===== src/rtl/score_pkg.sv =====
// Shared constants, event encoding and history record for the score_tracker slice.
// Consumed by score_tracker (optional undo history: SCORE_TRACKER_UNDO_EN) and bin2bcd_seq.
package score_pkg;

  localparam logic [2:0] PTS_TD     = 3'd6;
  localparam logic [2:0] PTS_XP     = 3'd1;
  localparam logic [2:0] PTS_2PT    = 3'd2;
  localparam logic [2:0] PTS_FG     = 3'd3;
  localparam logic [2:0] PTS_SAFETY = 3'd2;

  typedef enum logic [2:0] {
    EV_NONE,
    EV_UNDO,
    EV_TD,
    EV_XP,
    EV_2PT,
    EV_FG,
    EV_SAFETY,
    EV_TURNOVER
  } event_t;

  typedef struct packed {
    logic       team;
    logic [2:0] delta;
    logic       prev_possession;
  } hist_rec_t;

  typedef enum logic {
    CVT_IDLE,
    CVT_SHIFT
  } cvt_state_t;

  // Highest-priority strobe wins; everything below it in the same cycle is dropped.
  function automatic event_t pick_event(input logic undo, input logic touchdown,
                                        input logic extra_point, input logic two_point,
                                        input logic field_goal, input logic safety,
                                        input logic turnover);
    event_t ev;
    ev = EV_NONE;
    if (undo)             ev = EV_UNDO;
    else if (touchdown)   ev = EV_TD;
    else if (extra_point) ev = EV_XP;
    else if (two_point)   ev = EV_2PT;
    else if (field_goal)  ev = EV_FG;
    else if (safety)      ev = EV_SAFETY;
    else if (turnover)    ev = EV_TURNOVER;
    return ev;
  endfunction

  function automatic logic [11:0] add3_digits(input logic [11:0] d);
    logic [11:0] r;
    r = d;
    for (int i = 0; i < 3; i++) begin
      if (r[4*i +: 4] >= 4'd5) r[4*i +: 4] = r[4*i +: 4] + 4'd3;
    end
    return r;
  endfunction

endpackage


===== src/rtl/bin2bcd_seq.sv =====
// Sequential shift-add-3 binary to 3-digit BCD converter, one input bit per cycle.
// A start pulse always reloads the converter, aborting any conversion in flight.
module bin2bcd_seq
  import score_pkg::*;
#(
  parameter int IN_W = 8
) (
  input  logic            clock,
  input  logic            reset,
  input  logic            start,
  input  logic [IN_W-1:0] bin,
  output logic            busy,
  output logic            done,
  output logic [11:0]     bcd,
  output cvt_state_t      state
);

  localparam int CNT_W = $clog2(IN_W + 1);

  logic [IN_W-1:0]  sh;
  logic [11:0]      work;
  logic [CNT_W-1:0] cnt;
  logic [11:0]      adj;
  logic [11:0]      nxt_work;
  logic             last;

  assign adj      = add3_digits(work);
  assign nxt_work = {adj[10:0], sh[IN_W-1]};
  assign last     = (cnt == CNT_W'(IN_W - 1));
  assign busy     = (state == CVT_SHIFT);
  assign done     = busy && last;

  always_ff @(posedge clock) begin
    if (reset) begin
      state <= CVT_IDLE;
      sh    <= '0;
      work  <= '0;
      cnt   <= '0;
      bcd   <= '0;
    end else if (start) begin
      state <= CVT_SHIFT;
      sh    <= bin;
      work  <= '0;
      cnt   <= '0;
    end else if (state == CVT_SHIFT) begin
      work <= nxt_work;
      sh   <= sh << 1;
      cnt  <= cnt + 1'b1;
      // Result is published on the same edge that consumes the last input bit.
      if (last) begin
        bcd   <= nxt_work;
        state <= CVT_IDLE;
      end
    end
  end

endmodule


===== src/rtl/score_tracker.sv =====
// Two-team football scoring engine with saturating scores and sequential BCD outputs.
// Define SCORE_TRACKER_UNDO_EN to build the LIFO undo history; otherwise undo is ignored.
module score_tracker
  import score_pkg::*;
#(
  parameter int SCORE_W    = 8,
  parameter int MAX_SCORE  = 199,
  parameter int UNDO_DEPTH = 4
) (
  input  logic                            clock,
  input  logic                            reset,
  input  logic                            touchdown,
  input  logic                            extra_point,
  input  logic                            two_point,
  input  logic                            field_goal,
  input  logic                            safety,
  input  logic                            turnover,
  input  logic                            undo,
  output logic                            possession,
  output logic [SCORE_W-1:0]              score1,
  output logic [SCORE_W-1:0]              score2,
  output logic [11:0]                     score1_bcd,
  output logic [11:0]                     score2_bcd,
  output logic                            bcd_valid,
  output logic [$clog2(UNDO_DEPTH+1)-1:0] hist_count
);

  localparam int CNT_W = $clog2(UNDO_DEPTH + 1);

  event_t             ev;
  logic               undo_req;
  logic               push;
  logic               pop;
  logic               toggle;
  logic               team;
  logic [2:0]         pts;
  logic [SCORE_W-1:0] old;
  logic [SCORE_W:0]   sum;
  logic [SCORE_W-1:0] sat;
  hist_rec_t          rec_new;
  hist_rec_t          top_rec;
  logic               hist_avail;
  logic [SCORE_W-1:0] nxt_score1;
  logic [SCORE_W-1:0] nxt_score2;
  logic               nxt_pos;
  logic               changed;

  always_comb begin
    ev     = pick_event(undo_req, touchdown, extra_point, two_point,
                        field_goal, safety, turnover);
    pts    = '0;
    team   = possession;
    toggle = 1'b0;
    push   = 1'b0;
    case (ev)
      EV_TD:       begin pts = PTS_TD;  push = 1'b1; end
      EV_XP:       begin pts = PTS_XP;  push = 1'b1; toggle = 1'b1; end
      EV_2PT:      begin pts = PTS_2PT; push = 1'b1; toggle = 1'b1; end
      EV_FG:       begin pts = PTS_FG;  push = 1'b1; toggle = 1'b1; end
      EV_SAFETY:   begin pts = PTS_SAFETY; team = ~possession; push = 1'b1; toggle = 1'b1; end
      EV_TURNOVER: begin push = 1'b1; toggle = 1'b1; end
      default:     ;
    endcase
  end

  // Saturating add; the recorded delta is what was really added, so undo is exact.
  always_comb begin
    old     = team ? score2 : score1;
    sum     = (SCORE_W+1)'(old) + (SCORE_W+1)'(pts);
    sat     = (sum > (SCORE_W+1)'(MAX_SCORE)) ? SCORE_W'(MAX_SCORE) : sum[SCORE_W-1:0];
    rec_new = '{team: team, delta: 3'(sat - old), prev_possession: possession};
  end

  always_comb begin
    nxt_score1 = score1;
    nxt_score2 = score2;
    nxt_pos    = possession;
    pop        = 1'b0;
    if (push) begin
      if (team) nxt_score2 = sat;
      else      nxt_score1 = sat;
      if (toggle) nxt_pos = ~possession;
    end else if (ev == EV_UNDO && hist_avail) begin
      pop = 1'b1;
      if (top_rec.team) nxt_score2 = score2 - SCORE_W'(top_rec.delta);
      else              nxt_score1 = score1 - SCORE_W'(top_rec.delta);
      nxt_pos = top_rec.prev_possession;
    end
  end

  assign changed = (nxt_score1 != score1) || (nxt_score2 != score2);

  always_ff @(posedge clock) begin
    if (reset) begin
      score1     <= '0;
      score2     <= '0;
      possession <= 1'b0;
    end else begin
      score1     <= nxt_score1;
      score2     <= nxt_score2;
      possession <= nxt_pos;
    end
  end

`ifdef SCORE_TRACKER_UNDO_EN
  localparam int PTR_W = $clog2(UNDO_DEPTH);

  hist_rec_t        hist [UNDO_DEPTH];
  logic [PTR_W-1:0] wr_ptr;
  logic [PTR_W-1:0] top_ptr;
  logic [CNT_W-1:0] count;

  assign undo_req   = undo;
  assign top_ptr    = (wr_ptr == '0) ? PTR_W'(UNDO_DEPTH - 1) : wr_ptr - 1'b1;
  assign top_rec    = hist[top_ptr];
  assign hist_avail = (count != '0);
  assign hist_count = count;

  // Circular LIFO: wr_ptr is the next free slot, a full push silently drops the oldest.
  always_ff @(posedge clock) begin
    if (reset) begin
      wr_ptr <= '0;
      count  <= '0;
      for (int i = 0; i < UNDO_DEPTH; i++) hist[i] <= '0;
    end else if (push) begin
      hist[wr_ptr] <= rec_new;
      wr_ptr       <= (wr_ptr == PTR_W'(UNDO_DEPTH - 1)) ? '0 : wr_ptr + 1'b1;
      if (count != CNT_W'(UNDO_DEPTH)) count <= count + 1'b1;
    end else if (pop) begin
      wr_ptr <= top_ptr;
      count  <= count - 1'b1;
    end
  end
`else
  logic hist_unused;

  assign undo_req    = 1'b0;
  assign top_rec     = '0;
  assign hist_avail  = 1'b0;
  assign hist_count  = '0;
  assign hist_unused = ^{undo, pop, rec_new};
`endif

  logic       busy1, busy2, done1, done2;
  cvt_state_t cvt_state1, cvt_state2;
  logic       cvt_unused;

  bin2bcd_seq #(.IN_W(SCORE_W)) u_bcd1 (
    .clock (clock),
    .reset (reset),
    .start (changed),
    .bin   (nxt_score1),
    .busy  (busy1),
    .done  (done1),
    .bcd   (score1_bcd),
    .state (cvt_state1)
  );

  bin2bcd_seq #(.IN_W(SCORE_W)) u_bcd2 (
    .clock (clock),
    .reset (reset),
    .start (changed),
    .bin   (nxt_score2),
    .busy  (busy2),
    .done  (done2),
    .bcd   (score2_bcd),
    .state (cvt_state2)
  );

  // Both converters always restart together, so idle on both means both outputs are current.
  assign bcd_valid  = !(busy1 || busy2);
  assign cvt_unused = ^{done1, done2, cvt_state1, cvt_state2};

endmodule


===== config.mk =====
export PLATFORM = sky130hd
export DESIGN_NAME = score_tracker
export DESIGN_NICKNAME = d
export VERILOG_FILES = /design/src/rtl/score_pkg.sv /design/src/rtl/bin2bcd_seq.sv /design/src/rtl/score_tracker.sv
export SDC_FILE = /design/constraint.sdc
export NUM_CORES = 1
export LEC_CHECK = 0
export CORE_UTILIZATION = 50
export DETAILED_ROUTE_END_ITERATION = 8
export PLACE_DENSITY = 0.78
export SLEW_MARGIN = 40
export SYNTH_ARGS = -nofsm -noshare
export SYNTH_HDL_FRONTEND = slang
export SYNTH_SLANG_ARGS = --single-unit
export TNS_END_PERCENT = 1

===== constraint.sdc =====
create_clock -name clock -period 9.95 [get_ports clock]
set_input_delay 1.99 -clock clock [delete_from_list [all_inputs] [get_ports clock]]
set_output_delay 1.99 -clock clock [all_outputs]
set_load 0.01 [all_outputs]

# == After elaboration in Yosys (flattened, before gate mapping) ==
# Index checks and enable logic that the tools add are counted.
# totals
register_bits,91
latch_bits,0
ram_bits,0
romBits,0
in_bits,9
out_inout_bits,45
wordCells,85
mem_count,0
# classes
add_sub_neg,9
mul,0
div,0
n_lt_le_gt_ge,7
n_eq_ne,10
n_shift,0
muxes,32
n_bitwise,2
reduce_logical,12
# ops
operator,count
$mux W8,10
$ge A4 B3 Y1 const B,6
$mux W3,8
$add A4 B2 Y4 const B,4
$mux W4,4
$ne A8 B8 Y1,2
$eq A3 B3 Y1 const B,4
$pmux W3 S4,1
$add A8 B3 Y9,1
$gt A9 B8 Y1 const B,1
$mux W1,9
$add A4 B1 Y4 const B,2
$eq A4 B3 Y1 const B,2
$add A3 B2 Y3 const B,2
$eq A3 B2 Y1 const B,2
$reduce_and A3 Y1,2
$reduce_or A6 Y1,1
$reduce_or A5 Y1,1
$reduce_bool A2 Y1,2
$reduce_or A2 Y1,2
$logic_or A1 B1 Y1,2
$not A1 Y1,2
$reduce_and A2 Y1,1
$logic_not A1 Y1,1

# == Logic depth before layout (Yosys ltp) ==
# Gate-level depths: netlist of the first run.
# depth
ltp_word,18
mapped_depth,22
ltp_nobuf,17

# == Modules after synthesis ==
# A second synthesis of the first run with hierarchy kept.
# hier_totals
cells_unflattened,653
area_unflattened_um2,5240.0
# modules_own_cells
mod,n_inst,cells_each,area_per_inst_um2,seq_area_each_um2
bin2bcd_seq,2,216,1789.2,740.7
score_tracker,1,221,1661.6,340.3

# == Worst setup path before layout of the first run ==
# Ideal clock, no wire load.
# synth_path
path_type,input to register
from,input field_goal
to,register u_bcd2.sh[6]
setup_ns,0.132
t_arrival_ns,6.360
required_ns,9.818
slack_ns,3.458
path_stages,21
path_buffers,4
cell_sequence,or4_4 > o21ai_2 > nand2_4 > clkbuf_1 > nand2_1 > nand2_1 > ha_1 > fa_1 > clkbuf_1 > a21oi_1 > nor2_1 > a221o_1 > mux2_2 > nand2_1 > mux2i_1 > a2111oi_2 > nand3_2 > buf_4 > buf_2 > nand2_1 > o31ai_2
# synth_via
elab_chain_cells,15
word_cells_on_any_way,28
cone_classes,add/sub (1); order compare (1); eq/ne (8); mux (14); reduce/logical (4)
# synth_rtl
item,line,text
from (decl),score_tracker.sv:15,"input logic field_goal,"
$mux W3 *,score_pkg.sv:44,else if (field_goal) ev = EV_FG;
$mux W3 *,score_pkg.sv:43,else if (two_point) ev = EV_2PT;
$mux W3 *,score_pkg.sv:42,else if (extra_point) ev = EV_XP;
$mux W3 *,score_pkg.sv:41,else if (touchdown) ev = EV_TD;
$eq A3 B3 Y1,score_tracker.sv:55,case (ev)
$reduce_or A2 Y1 (no source line) / $mux W1 (equally long branches),--,
$pmux W3 S4 / $mux W8 (equally long branches),"score_tracker.sv:55, score_tracker.sv:68",
$add A8 B3 Y9,score_tracker.sv:69,sum = (SCORE_W+1)'(old) + (SCORE_W+1)'(pts);
$gt A9 B8 Y1,score_tracker.sv:70,sat = (sum > (SCORE_W+1)'(MAX_SCORE)) ? SCORE_W'(MAX_SCORE) : sum[SCORE_W-1:0];
$mux W8,score_tracker.sv:70,
$mux W8,score_tracker.sv:80,if (team) nxt_score2 = sat;
$mux W8,score_tracker.sv:79,if (push) begin
$ne A8 B8 Y1,score_tracker.sv:91,assign changed = (nxt_score1 != score1) || (nxt_score2 != score2);
$logic_or A1 B1 Y1,score_tracker.sv:91,
$mux W8 / $reduce_bool A2 Y1 (equally long branches),--,
to (signal assigned),bin2bcd_seq.sv:42,sh <= bin;
to (signal assigned),bin2bcd_seq.sv:47,sh <= sh << 1;
to (decl),bin2bcd_seq.sv:20,logic [IN_W-1:0] sh;
# Mark *: on every way between the ends. The rest lies on a longest branch, timed or not.
# A chain may end at the register's enable or synchronous reset.

# == Worst setup path after layout of the first run ==
# layout_path
from,input field_goal
to,register u_bcd1.bcd[11]
# layout_via
elab_chain_cells,16
word_cells_on_any_way,28
cone_classes,add/sub (1); order compare (1); eq/ne (8); mux (13); bitwise (1); reduce/logical (4)
# layout_rtl
item,line,text
$mux W3 *,score_pkg.sv:44,
$mux W3 *,score_pkg.sv:43,
$mux W3 *,score_pkg.sv:42,
$mux W3 *,score_pkg.sv:41,
$eq A3 B3 Y1,score_tracker.sv:55,
$reduce_or A2 Y1 (no source line) / $mux W1 (equally long branches),--,
$pmux W3 S4 / $mux W8 (equally long branches),"score_tracker.sv:55, score_tracker.sv:68",
$add A8 B3 Y9,score_tracker.sv:69,
$gt A9 B8 Y1,score_tracker.sv:70,
$mux W8,score_tracker.sv:70,
$mux W8,score_tracker.sv:80,
$mux W8,score_tracker.sv:79,
$ne A8 B8 Y1,score_tracker.sv:91,
$logic_or A1 B1 Y1 *,score_tracker.sv:91,
$not A1 Y1 (no source line) *,--,
$reduce_and A3 Y1 (no source line) *,--,
to (signal assigned),bin2bcd_seq.sv:51,bcd <= nxt_work;
to (decl),bin2bcd_seq.sv:14,"output logic [11:0] bcd,"
# Marks and branches as above.

==> results of run 1 <==
==> stage by stage <==
| stage | cells | setup slack [ps] | power (mW) | hold slack, ps |
|---|---|---|---|---|
| final | 789 | 2090 | 0.924 | 453 |
| after detailed placement | 773 | 1750 | 0.672 | 443 |
| after global placement | 772 | 1820 | 0.666 | 443 |
| after CTS | 789 | 2120 | 0.928 | 456 |
| after global routing | 789 | 1680 | 0.977 | 479 |
| after floorplan | 632 | 3460 | 0.610 | 428 |
==> power by group through the flow <==
| stage | combinational, mW | sequential [mW] | clock (mW) |
|---|---|---|---|
| final | 0.257 | 0.410 | 0.257 |
| after global routing | 0.283 | 0.413 | 0.281 |
| after CTS | 0.255 | 0.410 | 0.263 |
| after detailed placement | 0.254 | 0.418 | 0 |
| after global placement | 0.249 | 0.417 | 0 |
| after floorplan | 0.201 | 0.409 | 0 |
==> final timing paths <==
path / slack, ps / endpoint
max: 2090 / u_bcd1.bcd[11]$_SDFFE_PP0P_
min: 450 / u_bcd1.sh[0]$_SDFFE_PP0P_
max reg2reg: 4310 / u_bcd1.bcd[11]$_SDFFE_PP0P_
min reg2reg: 450 / u_bcd1.sh[0]$_SDFFE_PP0P_
==> cells in the mapped netlist (13+ instances only) <==
master,n
nand3_1,18
nand2_1,72
clkbuf_1,29
dfxtp_1,91
xnor2_1,13
o21ai_0,28
ha_1,17
nor2_1,64
a211oi_1,19
inv_1,22
o31ai_1,14
a21oi_1,50
mux2i_1,40
==> registers in the layout, indices dropped and copies added (netlist names), 8 cells and up <==
signal       cells
u_bcd1.bcd      12
u_bcd1.work     12
u_bcd2.bcd      12
u_bcd2.work     12
score1           8
score2           8
u_bcd1.sh        8
u_bcd2.sh        8
==> critical path, delay by kind of cell <==
kind / cells / cell delay, ps
mux: 1 / 300
compound gates: 5 / 1840
simple gates: 9 / 2750
buf+inv: 1 / 480
fa+ha+maj: 2 / 710
==> cell families (layout without fill, tap and decap cells) <==
group | after synthesis | after routing
mux | 43 | 43
simple gates | 215 | 215
fa+ha+maj | 18 | 18
xor+xnor | 23 | 23
flops | 91 | 91
buf+inv | 67 | 91
other cells | 1 | 3
compound gates | 172 | 172
==> final cells by class <==
class	instances	area, sq um
timing repair buffer	53	518
fill	900	4010
clock buffer	9	124
sequential	91	1820
multi-input combinational	474	3100
tap	133	166
inverter	22	82.6
clock inverter	7	83.8
==> per-layer routing <==
layer  GRT usage [%]  up-vias  routed length [um]
li1                -     2295                   -
met1            31.1     2181                5760
met2            39.6      140                5830
met3            3.82       15                 656
met4            6.84        0                 182
met5               0        -                   0
==> metrics.md, run 1 <==
| Metric | Value |
|---|---|
| Status | `complete, no violations` |
| Clock root buffer | `clkbuf_8` |
| Slew margin rel. | `43.9%` |
| DP HPWL | `8.67 mm` |
| IO Port Bufs | `49` |
| Initial antenna violation count | `0` |
| Leakage | `2.15 nW` |
| Synth warn | `0` |
| Via count | `4631` |
| Most used flip-flop cell after synthesis | `dfxtp_1` |
| Min-Delay Path Class | `flip-flop to flip-flop` |
| Drt wl/cell | `15.7 um` |
| Synth unique cells | `67` |
| Most common cell after layout, fill and taps aside | `dfxtp_1` |
| TritonCTS Sinks | `91` |
| Synth Area in XOR/XNOR | `3.88%` |
| Crit path required time | `10170 ps` |
| Initial core utilization | `52.4%` |
| Peak supply drop | `0.0824 mV` |
| Cells after Synth | `630` |
| Post-synth EDFFs | `0` |
| Mux contribution to synthesized area | `8.36%` |
| CP most frequent cell | `nor2_1` |
| Worst-Skew Late Latency | `360 ps` |
| CP max stage delay | `670 ps` |
| Placed inst area | `0.00569 sq mm` |
| Clock Path Buffers | `2` |
| Critical Path AT | `8080 ps` |
| H-tree depth | `3` |
| Post-layout min period | `7860 ps` |
| WL final | `12.4 mm` |
| Core ar. | `0.00991 sq mm` |
| Final Skew | `11.3 ps` |
| # setup viols final | `0` |
| Area growth syn-to-layout | `13.5%` |
| Reg power frac | `44.4%` |
| Synth async-reset ratio | `0%` |
| P_sw | `327 uW` |
| Crit. Startpoint | `field_goal` |
| Comb pwr share | `27.8%` |
| Die Span Y | `104 um` |
| Cell Int Power | `598 uW` |
| Critical path endpoint category | `flip-flop` |
| PwrDens | `157 mW/mm^2` |
| Hold depth | `2` |
| I/O pin cnt | `54` |
| Antenna Nets Post-Route | `0` |
| Yosys reg bits | `91` |
| First-pass GRT wire length | `21.1 mm` |
| CP max FO | `39` |
| Max_cap viols | `0` |
| RSZ-0062 raised after global routing | `false` |
| Reg clk slew, reported paths | `100 ps` |
| Main combinational cell family by area after synthesis | `compound AO/OA/AOI/OAI gates` |
| Num CTS Buffers | `9` |
| Worst slew pin tran | `841 ps` |
| Tcrit/Tclk final | `79.0%` |
| Most frequent cells in the layout | `dfxtp_1, nand2_1, nor2_1` |
| Share of cells above drive strength 1 | `6.55%` |
| Vias in the first global route | `4349` |
| Post-CTS Setup Repair Bufs | `0` |
| Pins Over Slew Limit | `0` |
| FP Rows | `36` |
| Area contributors post-synth | `dfxtp_1, mux2i_1, nand2_1` |
| Post-synthesis sequential area ratio | `35.1%` |
| Die span in x | `104 um` |
| Nets | `678` |
| Die ar. | `0.0108 sq mm` |
| Synth area leader | `dfxtp_1` |
| Total GRT Usage | `23.6%` |
| Adder-cell share of the synthesized area | `4.48%` |
| N_diodes | `0` |
| DRT iter0 DRCs | `309` |
| Post-layout util | `59.5%` |
| Worst r2r src | `possession$_SDFFE_PP0P_` |
| FMAX | `127 MHz` |
| Critical path's slowest cell | `a21oi_1` |
| Synth Area in Simple Gates | `19.5%` |
| Hold Path Origin | `u_bcd1.sh[0]$_SDFFE_PP0P_` |
| Complex-gate fraction of the synthesized area | `23.1%` |
| TNS Setup | `0 ps` |
| Via-to-Cell Ratio | `5.87` |
| Worst path cell trace | `clkdlybuf4s50_1 -> or4_4 -> o21ai_2 -> nand2_4 -> nand2_1 -> nand2_1 -> ha_1 -> fa_1 -> a21oi_1 -> nor2_1 -> a221o_1 -> mux2i_1 -> and2_1 -> nor2_1 -> a2111oi_2 -> nand3_2 -> nor2_1 -> a311oi_1` |
| Largest net degree at the start of global routing | `59` |
| Post-CTS Hold Fix Bufs | `0` |
| Fin. Hold Viols | `0` |
| Clock share of power | `27.8%` |
| Post-cts gate resize count | `0` |
| CP startpoint kind | `input pin` |
| Syn Std Cell Area | `0.00520 sq mm` |
| 1st-pass router iterations | `5` |
| GPL Wtd Cong | `0.927` |
| Design Area, Final | `0.00590 sq mm` |
| Net Sw Frac | `35.3%` |
| Area share of the largest cell type after synthesis | `35.1%` |
| Worst-case reg-to-reg path depth | `16` |
| Post-Syn Area per Cell | `8.25 sq um` |
| CP Class | `input pin to flip-flop` |
| GR Overflow Total | `0` |
| CTS tree | `built` |
| # DRC | `0` |
Note: power is estimated with default switching activity, not from simulation.
==> run 2: changes to the inputs <==
- clock period: 9.95 -> 7.8 ns (I/O delays scaled with it)
==> metrics.md, run 2 (synthesized netlist as in run 1, its figures left out) <==
| Metric | Value |
|---|---|
| Total GRT Usage | `23.8% (was 23.6%)` |
| Post-layout util | `59.9% (was 59.5%)` |
| N_diodes | `0 (unchanged)` |
| PwrDens | `199 mW/mm^2 (was 157 mW/mm^2)` |
| Nets | `685 (was 678)` |
| Post-layout min period | `6760 ps` |
| Largest net degree at the start of global routing | `59 (unchanged)` |
| Share of cells above drive strength 1 | `7.39% (was 6.55%)` |
| Vias in the first global route | `4362 (was 4349)` |
| Worst setup path end | `u_bcd1.bcd[7]$_SDFFE_PP0P_ (was u_bcd1.bcd[11]$_SDFFE_PP0P_)` |
| DRT iter0 DRCs | `207 (was 309)` |
| Critical Path AT | `7040 ps (was 8080 ps)` |
| Peak supply drop | `0.128 mV (was 0.0824 mV)` |
| DP HPWL | `8.98 mm (was 8.67 mm)` |
| Slew margin rel. | `51.5% (was 43.9%)` |
| Design Area, Final | `0.00594 sq mm (was 0.00590 sq mm)` |
| Initial antenna violation count | `0 (unchanged)` |
| Post-cts gate resize count | `0 (unchanged)` |
| Most frequent cells in the layout | `dfxtp_1, nand2_1, nor2_1 (unchanged)` |
| Final hold slack | `475 ps (was 453 ps)` |
| Area growth syn-to-layout | `14.3% (was 13.5%)` |
| Crit path required time | `8070 ps (was 10170 ps)` |
| Leakage | `2.17 nW (was 2.15 nW)` |
| 1st-pass router iterations | `4 (was 5)` |
| Worst slew pin tran | `728 ps (was 841 ps)` |
| Crit. Startpoint | `field_goal (unchanged)` |
| Initial core utilization | `52.4% (unchanged)` |
| Clock Path Buffers | `2 (unchanged)` |
| CP startpoint kind | `input pin (unchanged)` |
| WL final | `12.7 mm (was 12.4 mm)` |
| Reg2reg end | `u_bcd1.bcd[7]$_SDFFE_PP0P_ (was u_bcd1.bcd[11]$_SDFFE_PP0P_)` |
| Min-Delay Path Class | `flip-flop to flip-flop (unchanged)` |
| Clock root buffer | `clkbuf_8 (unchanged)` |
| Worst-case reg-to-reg path depth | `16 (unchanged)` |
| # DRC | `0 (unchanged)` |
| Via count | `4645 (was 4631)` |
| Setup slack at placement | `609 ps (was 1750 ps)` |
| Via-to-Cell Ratio | `5.84 (was 5.87)` |
| Num CTS Buffers | `9 (unchanged)` |
| IO Port Bufs | `49 (unchanged)` |
| Worst setup margin | `1040 ps (was 2090 ps)` |
| Status | `complete, no violations (unchanged)` |
| Placed inst area | `0.00574 sq mm (was 0.00569 sq mm)` |
| Post-CTS Setup Repair Bufs | `0 (unchanged)` |
| Pins Over Slew Limit | `0 (unchanged)` |
| FMAX | `148 MHz` |
| TritonCTS Sinks | `91 (unchanged)` |
| Tcrit/Tclk final | `86.7%` |
| WL met1 | `5.74 mm (was 5.76 mm)` |
| CTS tree | `built (unchanged)` |
| CP max FO | `17 (was 39)` |
| Final Skew | `18.8 ps (was 11.3 ps)` |
| Most common cell after layout, fill and taps aside | `dfxtp_1 (unchanged)` |
| Worst-Skew Late Latency | `360 ps (about the same)` |
| Die span in x | `104 um (unchanged)` |
| Multi-input combinational cell area | `0.00310 sq mm (unchanged)` |
| First-pass GRT wire length | `21.2 mm (was 21.1 mm)` |
| CP Class | `input pin to flip-flop (unchanged)` |
| Register Area | `0.00182 sq mm (unchanged)` |
| Core ar. | `0.00991 sq mm (unchanged)` |
| I/O pin cnt | `54 (unchanged)` |
| Post-CTS Hold Fix Bufs | `0 (unchanged)` |
| Metal2 WL | `6.10 mm (was 5.83 mm)` |
| Hold depth | `2 (unchanged)` |
| Worst r2r src | `possession$_SDFFE_PP0P_ (unchanged)` |
| # setup viols final | `0 (unchanged)` |
| RSZ-0062 raised after global routing | `false (unchanged)` |
| TNS Setup | `0 ps (unchanged)` |
| Uppermost layer routed | `met4 (unchanged)` |
| GPL Wtd Cong | `0.954 (was 0.927)` |
| H-tree depth | `3 (unchanged)` |
| Reg clk slew, reported paths | `100 ps (about the same)` |
| Drt wl/cell | `16.0 um (was 15.7 um)` |
| R2R Setup Slk | `2830 ps (was 4310 ps)` |
| Critical path endpoint category | `flip-flop (unchanged)` |
| Fin. Hold Viols | `0 (unchanged)` |
| FP Rows | `36 (unchanged)` |
| WL met3 | `645 um (was 656 um)` |
| GR Overflow Total | `0 (unchanged)` |
| Filler Cells Inserted | `877 (was 900)` |
| Antenna Nets Post-Route | `0 (unchanged)` |
| Die ar. | `0.0108 sq mm (unchanged)` |
| Max_cap viols | `0 (unchanged)` |
| Die Span Y | `104 um (unchanged)` |
-- run 2: cell count changes in the layout (fill, tap and decap cells not counted), sizes merged --
cell    change
buf         +7
inv         -2
clkbuf      +1
clkinv      +1
-- run 2: cell type report --
type | instances | share of cell area, %
clock buffers | 10 | 2.15
clock inverters | 6 | 1.22
inverters | 22 | 1.39
multi-input cells | 474 | 52.2
flip-flops and latches | 91 | 30.7
well taps | 133 | 2.80
repair buffers | 60 | 9.57
-- run 2: metrics by stage --
step,total power [mW],instances
after floorplan,0.778,632
after detailed placement,0.869,780
final,1.18,796
after global placement,0.861,779
after global routing,1.25,796
after CTS,1.19,796
-- run 2: routing by layer --
metal | global-route usage [%] | vias up
met2 | 40.0 | 126
met5 | 0 | -
li1 | - | 2304
met4 | 8.88 | 0
met1 | 30.8 | 2197
met3 | 3.51 | 18
-- run 2: how the worst min path moves through the flow --
stage	start	endpoint	slack, ps
after floorplan	u_bcd1.sh[0]$_SDFFE_PP0P_	u_bcd1.sh[0]$_SDFFE_PP0P_	430
after global placement	u_bcd1.sh[0]$_SDFFE_PP0P_	u_bcd1.sh[0]$_SDFFE_PP0P_	440
after detailed placement	u_bcd1.sh[0]$_SDFFE_PP0P_	u_bcd1.sh[0]$_SDFFE_PP0P_	460
after CTS	u_bcd1.sh[0]$_SDFFE_PP0P_	u_bcd1.sh[0]$_SDFFE_PP0P_	470
after global routing	u_bcd1.sh[0]$_SDFFE_PP0P_	u_bcd1.sh[0]$_SDFFE_PP0P_	500
final	u_bcd1.sh[0]$_SDFFE_PP0P_	u_bcd1.sh[0]$_SDFFE_PP0P_	480
-- run 2: power breakdown --
group	internal, mW	total [mW]	switching [mW]
registers	0.491	0.524	0.0330
logic	0.128	0.340	0.212
clock network	0.152	0.320	0.168
total	0.770	1.18	0.414
-- run 2: critical path, cell delays in order --
cell and delay, ps:
clkdlybuf4s50_1 470, or4_4 600, o21ai_2 280, nand2_4 200
nand2_1 110, nand2_1 60, ha_1 230, fa_1 490
a2111oi_0 620, o311ai_0 250, o311ai_1 220, mux2i_1 270
and2_1 260, a2111oi_2 380, and3_1 450, buf_4 230
a21oi_1 70, a311oi_1 270
==> run 3: changes to the inputs <==
- ABC_CLOCK_PERIOD_IN_PS: not set -> 7800
- CTS_BUF_LIST: not set -> sky130_fd_sc_hd__clkbuf_8
==> metrics.md, run 3 (synthesized netlist as in run 1, its figures left out) <==
| Metric | Value |
|---|---|
| Most common cell after layout, fill and taps aside | `dfxtp_1 (unchanged)` |
| IO Port Bufs | `49 (unchanged)` |
| Slew margin rel. | `51.5% (about the same)` |
| P_sw | `414 uW (about the same)` |
| Final Skew | `18.7 ps (was 18.8 ps)` |
| Critical path's slowest cell | `a2111oi_0 (unchanged)` |
| Status | `complete, no violations (unchanged)` |
| Comb pwr share | `28.8% (was 28.7%)` |
| PwrDens | `199 mW/mm^2 (about the same)` |
| FP Rows | `36 (unchanged)` |
| Worst slew pin tran | `727 ps (was 728 ps)` |
| Peak supply drop | `0.128 mV (about the same)` |
| Min-Delay Path Class | `flip-flop to flip-flop (unchanged)` |
| CP max stage delay | `620 ps (about the same)` |
| CP most frequent cell | `nand2_1 (unchanged)` |
| Leakage | `2.18 nW (was 2.17 nW)` |
| Via count | `4641 (was 4645)` |
| Share of cells above drive strength 1 | `7.39% (unchanged)` |
| Reg power frac | `44.3% (about the same)` |
| Total GRT Usage | `23.8% (unchanged)` |
| Antenna Nets Post-Route | `0 (unchanged)` |
| CP max FO | `17 (unchanged)` |
| Clock Path Buffers | `2 (unchanged)` |
| 1st-pass router iterations | `4 (unchanged)` |
| Post-CTS Setup Repair Bufs | `0 (unchanged)` |
| M2 GR Usage | `40.0% (unchanged)` |
| Cell Int Power | `769 uW (was 770 uW)` |
| Initial antenna violation count | `0 (unchanged)` |
| Gr busiest metal | `met2 (unchanged)` |
| RSZ-0062 raised after global routing | `false (unchanged)` |
| Drt wl/cell | `16.0 um (about the same)` |
| Post-cts gate resize count | `0 (unchanged)` |
| Net Sw Frac | `35.0% (was 34.9%)` |
| Vias in the first global route | `4362 (unchanged)` |
| Post-CTS Hold Fix Bufs | `0 (unchanged)` |
| Finished Layout Cells | `796 (unchanged)` |
| Core ar. | `0.00991 sq mm (unchanged)` |
| Critical Path AT | `7040 ps (about the same)` |
| Area growth syn-to-layout | `14.3% (unchanged)` |
| Power, Total | `1.18 mW (about the same)` |
| Worst setup margin | `1040 ps (about the same)` |
| N_diodes | `0 (unchanged)` |
| CP Class | `input pin to flip-flop (unchanged)` |
| Initial core utilization | `52.4% (unchanged)` |
| TritonCTS Sinks | `91 (unchanged)` |
| Die span in x | `104 um (unchanged)` |
| WL final | `12.7 mm (about the same)` |
| Via-to-Cell Ratio | `5.83 (was 5.84)` |
| Clock root buffer | `clkbuf_8 (unchanged)` |
| Placed Instances | `780 (unchanged)` |
| CTS tree | `built (unchanged)` |
| Setup slack at placement | `609 ps (unchanged)` |
| Num CTS Buffers | `9 (unchanged)` |
| First-pass GRT wire length | `21.2 mm (unchanged)` |
| # DRC | `0 (unchanged)` |
| Reg clk slew, reported paths | `100 ps (about the same)` |
| Max_cap viols | `0 (unchanged)` |
| Die ar. | `0.0108 sq mm (unchanged)` |
| FMAX | `148 MHz (about the same)` |
| Final hold slack | `475 ps (unchanged)` |
| M3 GR Usage | `3.51% (unchanged)` |
| Die Span Y | `104 um (unchanged)` |
| Clock share of power | `26.9% (was 27.0%)` |
| Fin. Hold Viols | `0 (unchanged)` |
| Largest net degree at the start of global routing | `59 (unchanged)` |
| Crit path buf inv count | `2 (unchanged)` |
| I/O pin cnt | `54 (unchanged)` |
| GPL Wtd Cong | `0.954 (unchanged)` |
| H-tree depth | `3 (unchanged)` |
| Worst path cell trace | `clkdlybuf4s50_1 -> or4_4 -> o21ai_2 -> nand2_4 -> nand2_1 -> nand2_1 -> ha_1 -> fa_1 -> a2111oi_0 -> o311ai_0 -> o311ai_1 -> mux2i_1 -> and2_1 -> a2111oi_2 -> and3_1 -> buf_4 -> a21oi_1 -> a311oi_1 (unchanged)` |
| Most frequent cells in the layout | `dfxtp_1, nand2_1, nor2_1 (unchanged)` |
| Worst-Skew Late Latency | `360 ps (about the same)` |
| Critical path endpoint category | `flip-flop (unchanged)` |
| DRT iter0 DRCs | `207 (unchanged)` |
| M1 GR Usage | `30.8% (unchanged)` |
| Crit path required time | `8070 ps (about the same)` |
| Nets | `685 (unchanged)` |
| Pins Over Slew Limit | `0 (unchanged)` |
| CP delay by family, top | `compound AO/OA/AOI/OAI gates (unchanged)` |
| Tcrit/Tclk final | `86.7% (about the same)` |
| DP HPWL | `8.98 mm (unchanged)` |
| CP startpoint kind | `input pin (unchanged)` |
| Post-layout min period | `6760 ps (about the same)` |
| GR Overflow Total | `0 (unchanged)` |
| # setup viols final | `0 (unchanged)` |
| TNS Setup | `0 ps (unchanged)` |
[run 3: changes by cell type in the layout (fill, tap and decap cells not counted), sizes merged]
| cell | delta |
|---|---|
| clkbuf | -1 |
| inv | +1 |
[run 3: final cells by class]
cell class	count	area [sq um]
Inverter	22	82.6
Fill cell	877	3970
Tap cell	133	166
Clock inverter	7	76.3
Multi-Input combinational cell	474	3100
Clock buffer	9	124
Timing Repair Buffer	60	568
Sequential cell	91	1820
[run 3: through the flow]
| step | utilization [%] | instance area [sq um] |
|---|---|---|
| finish | 59.9 | 5940 |
| global route | 59.9 | 5940 |
| CTS | 59.9 | 5940 |
| detailed placement | 57.9 | 5740 |
| global placement | 57.8 | 5730 |
| floorplan | - | 5200 |
[run 3: final timing paths]
check / from / to / slack, ps / cells past startpoint
min: u_bcd1.sh[0]$_SDFFE_PP0P_ / u_bcd1.sh[0]$_SDFFE_PP0P_ / 480 / 2
max reg2reg: possession$_SDFFE_PP0P_ / u_bcd1.bcd[7]$_SDFFE_PP0P_ / 2830 / 16
max: field_goal / u_bcd1.bcd[7]$_SDFFE_PP0P_ / 1040 / 18
min reg2reg: u_bcd1.sh[0]$_SDFFE_PP0P_ / u_bcd1.sh[0]$_SDFFE_PP0P_ / 480 / 2
[run 3: worst min-delay path, cell delays in order, from the launching register on]
cell and delay [ps]:
dfxtp_1 330, nand2_1 60, o21ai_1 50
[run 3: metal layers]
layer  share of wire (%)  up-vias
met3                 4.9       18
met5                   0        -
met1                  45     2197
met4                 1.7        0
li1                    -     2304
met2                  48      122
[run 3: power by group through the flow]
stage               clock network [mW]  logic, mW  registers [mW]
global route                     0.347      0.371           0.527
finish                           0.319      0.340           0.524
global placement                     0      0.328           0.533
floorplan                            0      0.256           0.522
detailed placement                   0      0.335           0.534
CTS                              0.328      0.338           0.523
